===== src/rtl/kernel_rd_seq.sv =====
// Kernel memory read sequencer: programs a read window, then pops it rep times
// into a valid/ready kernel stream tagged with per-pass and final-word markers.
module kernel_rd_seq #(
  parameter int GROUP_NB   = 4,
  parameter int KER_WIDTH  = 16,
  parameter int MEM_AWIDTH = 16,
  parameter int MEM_DEPTH  = 1 << MEM_AWIDTH,
  parameter int REP_WIDTH  = 16
) (
  input  logic                            clk,
  input  logic                            rst,
  input  logic [MEM_AWIDTH-1:0]           cmd_start,
  input  logic [MEM_AWIDTH-1:0]           cmd_end,
  input  logic [REP_WIDTH-1:0]            cmd_rep,
  input  logic                            cmd_val,
  output logic                            cmd_rdy,
  output logic                            busy,
  output logic [MEM_AWIDTH-1:0]           rd_cfg_start,
  output logic [MEM_AWIDTH-1:0]           rd_cfg_end,
  output logic                            rd_cfg_set,
  input  logic [GROUP_NB*KER_WIDTH-1:0]   rd_data,
  output logic                            rd_data_pop,
  output logic [GROUP_NB*KER_WIDTH-1:0]   ker_data,
  output logic                            ker_val,
  input  logic                            ker_rdy,
  output logic                            ker_pass_last,
  output logic                            ker_last
);

  typedef enum logic [1:0] {IDLE, CFG, RUN} state_t;

  localparam logic [MEM_AWIDTH:0]  ONE_W = 1;
  localparam logic [REP_WIDTH-1:0] ONE_R = 1;

  state_t                state, state_nxt;
  logic [MEM_AWIDTH:0]   span;
  logic [MEM_AWIDTH:0]   len_nxt;
  logic [MEM_AWIDTH:0]   len;
  logic [MEM_AWIDTH:0]   word_cnt;
  logic [REP_WIDTH-1:0]  rep;
  logic [REP_WIDTH-1:0]  pass_cnt;
  logic                  pass_end;
  logic                  last_pass;

  // Window length modulo memory depth, so start>end wraps through address 0.
  assign span      = (MEM_AWIDTH+1)'(MEM_DEPTH) + {1'b0, cmd_end} - {1'b0, cmd_start};
  assign len_nxt   = {1'b0, span[MEM_AWIDTH-1:0]} + ONE_W;
  assign pass_end  = (word_cnt == len - ONE_W);
  assign last_pass = (pass_cnt == rep - ONE_R);
  assign ker_data  = rd_data;

  always_ff @(posedge clk) begin
    if (rst) state <= IDLE;
    else     state <= state_nxt;
  end

  always_comb begin
    state_nxt   = state;
    cmd_rdy     = 1'b0;
    busy        = 1'b1;
    rd_cfg_set  = 1'b0;
    rd_data_pop = 1'b0;
    case (state)
      IDLE: begin
        cmd_rdy = 1'b1;
        busy    = 1'b0;
        if (cmd_val && (cmd_rep != '0)) state_nxt = CFG;
      end
      CFG: begin
        rd_cfg_set = 1'b1;
        state_nxt  = RUN;
      end
      RUN: begin
        rd_data_pop = ~ker_val | ker_rdy;
        if (rd_data_pop && pass_end && last_pass) state_nxt = IDLE;
      end
      default: state_nxt = IDLE;
    endcase
  end

  always_ff @(posedge clk) begin
    if (rst) begin
      rd_cfg_start  <= '0;
      rd_cfg_end    <= '0;
      rep           <= '0;
      len           <= '0;
      word_cnt      <= '0;
      pass_cnt      <= '0;
      ker_val       <= 1'b0;
      ker_pass_last <= 1'b0;
      ker_last      <= 1'b0;
    end else begin
      if ((state == IDLE) && cmd_val) begin
        rd_cfg_start <= cmd_start;
        rd_cfg_end   <= cmd_end;
        rep          <= cmd_rep;
        len          <= len_nxt;
        word_cnt     <= '0;
        pass_cnt     <= '0;
      end
      // Output flags travel with the popped word and hold while it stalls.
      if (rd_data_pop) begin
        if (pass_end) begin
          word_cnt <= '0;
          pass_cnt <= pass_cnt + ONE_R;
        end else begin
          word_cnt <= word_cnt + ONE_W;
        end
        ker_val       <= 1'b1;
        ker_pass_last <= pass_end;
        ker_last      <= pass_end & last_pass;
      end else if (ker_rdy) begin
        ker_val       <= 1'b0;
        ker_pass_last <= 1'b0;
        ker_last      <= 1'b0;
      end
    end
  end

endmodule

===== config.mk =====
export PLATFORM = sky130hd
export DESIGN_NAME = kernel_rd_seq
export DESIGN_NICKNAME = d
export VERILOG_FILES = /design/src/rtl/kernel_rd_seq.sv
export SDC_FILE = /design/constraint.sdc
export NUM_CORES = 1
export LEC_CHECK = 0
export CAP_MARGIN = 10
export CORE_UTILIZATION = 30
export DETAILED_ROUTE_END_ITERATION = 10
export HOLD_SLACK_MARGIN = 0.1
export PLACE_DENSITY = 0.67
export SLEW_MARGIN = 20
export SYNTH_ARGS = -nofsm -noshare
export SYNTH_HDL_FRONTEND = slang
export SYNTH_SLANG_ARGS = --single-unit

===== constraint.sdc =====
create_clock -name clk -period 4.15 [get_ports clk]
set_input_delay 0.83 -clock clk [delete_from_list [all_inputs] [get_ports clk]]
set_output_delay 0.83 -clock clk [all_outputs]
set_load 0.05 [all_outputs]

Word level (Yosys, flattened, before mapping)
Index checks and enable logic that the tools add are counted.
{"block": "classes", "add_sub_neg": 7, "n_eq_ne": 6, "n_mux": 17, "bitwise_logic": 3, "n_reduce_logical": 9}
{"operator": "two-way mux 17 bit", "n": 3}
{"operator": "two-way mux 16 bit", "n": 3}
{"operator": "adder 16 x 1 -> 17 bit, second input constant", "n": 1}
{"operator": "adder 17 x 1 -> 17 bit, second input constant", "n": 1}
{"operator": "equality test 17 bit", "n": 1}
{"operator": "subtractor 17 x 1 -> 17 bit, second input constant", "n": 1}
{"operator": "adder 1 x 16 -> 16 bit, first input constant", "n": 1}
{"operator": "adder 16 x 1 -> 16 bit, second input constant", "n": 1}
{"operator": "equality test 16 bit", "n": 1}
{"operator": "nonzero test 16 bit", "n": 1}
{"operator": "subtractor 16 x 1 -> 16 bit, second input constant", "n": 1}
{"operator": "subtractor 16 bit", "n": 1}
{"operator": "two-way mux 1 bit", "n": 8}
{"operator": "case mux 2 bit (3 select lines)", "n": 1}
{"operator": "logical AND 1 bit", "n": 4}
{"operator": "two-way mux 2 bit", "n": 2}
{"operator": "inequality test 2 bit, second input constant", "n": 2}
{"operator": "nonzero test 2 bit", "n": 2}
{"operator": "equality test 2 x 1 -> 1 bit, second input constant", "n": 1}
{"operator": "equality test 2 bit, second input constant", "n": 1}
{"operator": "logical NOT 2 bit", "n": 1}
{"operator": "AND reduction 2 bit", "n": 1}
{"operator": "AND 1 bit", "n": 1}
{"operator": "NOT 1 bit", "n": 1}
{"operator": "OR 1 bit", "n": 1}
{"block": "totals", "ff_bits": 103, "in_bits": 116, "out_inout_bits": 103, "wordCells": 52}

Longest topological paths before layout
{"block": "depth", "word_depth": 6, "ltp_mapped": 12, "mapped_depth_nobuf": 12}

Worst setup path before layout
OpenSTA, ideal clock, no wires.
{"block": "synth_timing", "path_type": "input to register", "start": "input port cmd_end[0]", "end": "register len[15]", "setup_time_ns": 0.114, "t_arrival_ns": 3.740, "required_ns": 4.036, "slack_ns": 0.296, "stages": 12, "path_buffers": 0, "cell_sequence": "inv_1 > ha_1 > inv_1 > fa_1 > a21o_1 > a2bb2oi_1 > a21o_1 > a311oi_1 > or3b_2 > nor4b_1 > a211oi_1 > a2111oi_0"}
{"block": "synth_between", "elab_chain_len": 3}
{"element": "start, declared", "line": "13", "rtl": "input logic [MEM_AWIDTH-1:0] cmd_end,"}
{"element": "adder 1 x 16 -> 16 bit", "line": "46", "rtl": "assign span = (MEM_AWIDTH+1)'(MEM_DEPTH) + {1'b0, cmd_end} - {1'b0, cmd_start};"}
{"element": "subtractor 16 bit", "line": "46"}
{"element": "adder 16 x 1 -> 17 bit", "line": "47", "rtl": "assign len_nxt = {1'b0, span[MEM_AWIDTH-1:0]} + ONE_W;"}
{"element": "end signal, assigned", "line": "97", "rtl": "len <= len_nxt;"}
{"element": "end, declared", "line": "38", "rtl": "logic [MEM_AWIDTH:0] len;"}
Every way passes these cells.
A chain may end at the register's enable or synchronous reset.

Worst setup path in the final report
{"block": "layout_timing", "start": "input port cmd_start[0]", "end": "register len[15]"}
{"block": "layout_between", "elab_chain_len": 2}
{"element": "start, declared", "line": "12", "rtl": "input logic [MEM_AWIDTH-1:0] cmd_start,"}
{"element": "subtractor 16 bit", "line": "46"}
{"element": "adder 16 x 1 -> 17 bit", "line": "47"}
Every way passes these cells.

==> impl_metrics.tcl <==
set metrics [dict create \
    status "finished, final reports clean" \
    insertion_delay_ns 0.36 \
    coreArea_um2 23400 \
    cts_tree "done" \
    cp_cell_sequence "clkdlybuf4s50_1 -> ha_1 -> inv_1 -> fa_1 -> a21o_1 -> a2bb2oi_1 -> a21o_1 -> a311oi_1 -> or3b_2 -> nor4b_1 -> buf_4 -> a211oi_1 -> a2111oi_0" \
    seq_area_frac_synth_pct 28.9 \
    cp_max_fo 4 \
    whs_ns 0.455 \
    synth_edf_count 0 \
    cp.required_ns 4.39 \
    worst_pin_slew_ns 0.870 \
    finalWirelength_um 18000 \
    irDropWorstVdd_v 0.000223 \
    port_buffers 90 \
    layoutNonFillerInstCount 1294 \
    die_w_um 156 \
    finalMaxSlewViolations 0 \
    slowest_delay_ns 0.51 \
    clkSinkCount 103 \
    hp-class "flop to flop" \
    antenna_found_initial 0 \
    synth_nets 1089 \
    p_leak_nw 3.21 \
    routed_via_density 5.02 \
    hold_violations 0 \
    layout-drive-gt1-share_pct 7.49 \
    num_rows 56 \
    die_area_um2 24400 \
    areaGrowthSynthToFinish_pct 16.3 \
    clk_pin_slew_ns 0.08 \
    cp-start-kind "primary input" \
    pre_cts_ws_ns -0.00192 \
    r2r_start "len[0]$_SDFFE_PP0P_" \
    fillCellCount 2495 \
    cp-startpoint "cmd_start[0]" \
    crit_top_cell "a21o_1" \
    grt_max_degree 77 \
    synthArstFlopShare_pct 0 \
    worstSetupPathType "primary input to flop" \
    drt_iter0_markers 348 \
    num_vias 6491 \
    synth_top_area_cell "dfxtp_1" \
    crit_arrival_ns 4.04 \
    io_pins 219 \
    hold_buffers 0 \
    gr-total-overflow 0 \
    rsz0062_at_grt "false" \
    synth.distinct_cells 70 \
    crit_slowest_cell "clkdlybuf4s50_1" \
    fmax_ghz 0.263 \
    wl_per_cell_um 13.9 \
    postCtsSetupBuffers 0 \
    post_cts_resized 0 \
    num_antenna_cells 0 \
    dp_cells 1278 \
    syn_area_per_cell_um2 7.51 \
    synthFlopType "dfxtp_1" \
    nets 1107 \
    worstHoldStart "rd_cfg_start[15]$_SDFFE_PP0P_" \
    synth_common_cells "nand2_1, dfxtp_1, a21oi_1" \
    post-route-util_pct 35.5 \
    fin_crit_sh_pct 91.6 \
    synthesis.instances 952 \
    antenna_left 0 \
    setup_slack_ns 0.347 \
    clock_skew_ns 0.00640 \
    synthTopCellsByArea "dfxtp_1, nand2_1, buf_4" \
    start_util_pct 30.5 \
    syn_area_um2 7150 \
    htree_levels 3 \
    die_h_um 156 \
    grt_pass1_wl_um 29900 \
    clockRootBuffer "clkbuf_16" \
    drc 0 \
    dp.final_hpwl_um 13600 \
    post-synth-top-count-cell "nand2_1" \
    finalSetupViolations 0 \
    cellPowerDensity_nw_per_um2 345 \
    p_total_mw 2.86 \
    grt_pass1_vias 6077 \
    clock_path_buffers 2 \
    cts_buffers 9 \
    endpoint_kind "flop" \
    drt_pass1_iterations 5 \
    synth_top_cell_area_share_pct 28.9 \
    synth-seq-cells 103 \
    ys_warn_count 0 \
    drv_cap 0 \
    fin_crit_ns 3.80 \
    gp_congestion 0.866 \
    relSlewSlack_pct 41.8 \
    grt_usage_pct 15.1 \
]
[area by class of cell]
| class | count | area, µm² | area share [%] |
|---|---|---|---|
| Clock buffer | 9 | 225 | 2.71 |
| Clock inverter | 7 | 87.6 | 1.05 |
| Inverter | 33 | 124 | 1.49 |
| Multi-Input combinational cell | 706 | 4300 | 51.8 |
| Sequential cell | 103 | 2060 | 24.8 |
| Tap cell | 319 | 399 | 4.80 |
| Timing Repair Buffer | 117 | 1110 | 13.4 |
[critical path, delay by kind of cell]
kind	cells	cell delay [ns]
fa+ha+maj	2	0.57
simple gates	2	0.77
compound gates	6	1.13
buf+inv	3	0.74
[kinds of logic (layout without fill, tap and decap cells)]
kind of cell	count (synthesis)	in the layout	share of synthesized area [%]
AO/OA/AOI/OAI	221	221	19.9
XOR/XNOR	61	61	7.48
AND/OR/NAND/NOR	401	401	28.6
buffers and inverters	143	166	11.1
adder cells (fa/ha/maj)	21	21	3.78
flip-flops	103	103	28.9
multiplexers	2	2	0.280
[registers in the layout (all words and copies together), names as in the netlist]
register and flops:
ker_last 1, ker_pass_last 1, ker_val 1, len 17, pass_cnt 16, rd_cfg_end 16
rd_cfg_start 16, rep 16, state 2, word_cnt 17
[per-layer routing]
layer	vias up	track usage, %	share of wire, %
li1	3313	-	-
met1	2999	19.6	48
met2	159	23.7	44
met3	20	4.38	6.2
met4	0	5.09	1.9
met5	-	0	0
[placed cells by master (no fill, tap or decap), types with 12 or more instances in the layout]
cell and instances:
nand2_1 146, dfxtp_1 103, a21oi_1 91, clkdlybuf4s50_1 89
nor2_1 59, xnor2_1 38, nor3_1 34, nand3_1 32
inv_1 32, a21o_1 29, buf_4 26, o21ai_0 24
xor2_1 23, nand2b_1 20, ha_1 20, and3_1 17
a211oi_1 16, or2_2 15, or3_1 12
[where the power goes]
part | internal [mW] | leakage (nW) | switching, mW
registers | 1.04 | 0.841 | 0.0566
clock network | 0.482 | 0.148 | 0.424
logic | 0.358 | 2.22 | 0.503
[through the flow]
| step | setup TNS [ns] | area (µm²) |
|---|---|---|
| final | 0 | 8310 |
| after floorplan | 0 | 7150 |
| after detailed placement | -0.00192 | 8000 |
| after global placement | 0 | 8000 |
| after global routing | 0 | 8310 |
| after CTS | 0 | 8310 |
[final timing paths]
kind	endpoint	slack (ns)	cells after the start
max	len[15]$_SDFFE_PP0P_	0.35	13
min	rd_cfg_start[15]$_SDFFE_PP0P_	0.45	2
max reg2reg	state[1]$_SDFFE_PP0P_	0.55	10
min reg2reg	rd_cfg_start[15]$_SDFFE_PP0P_	0.45	2
Power figures use the tool's default switching activity.
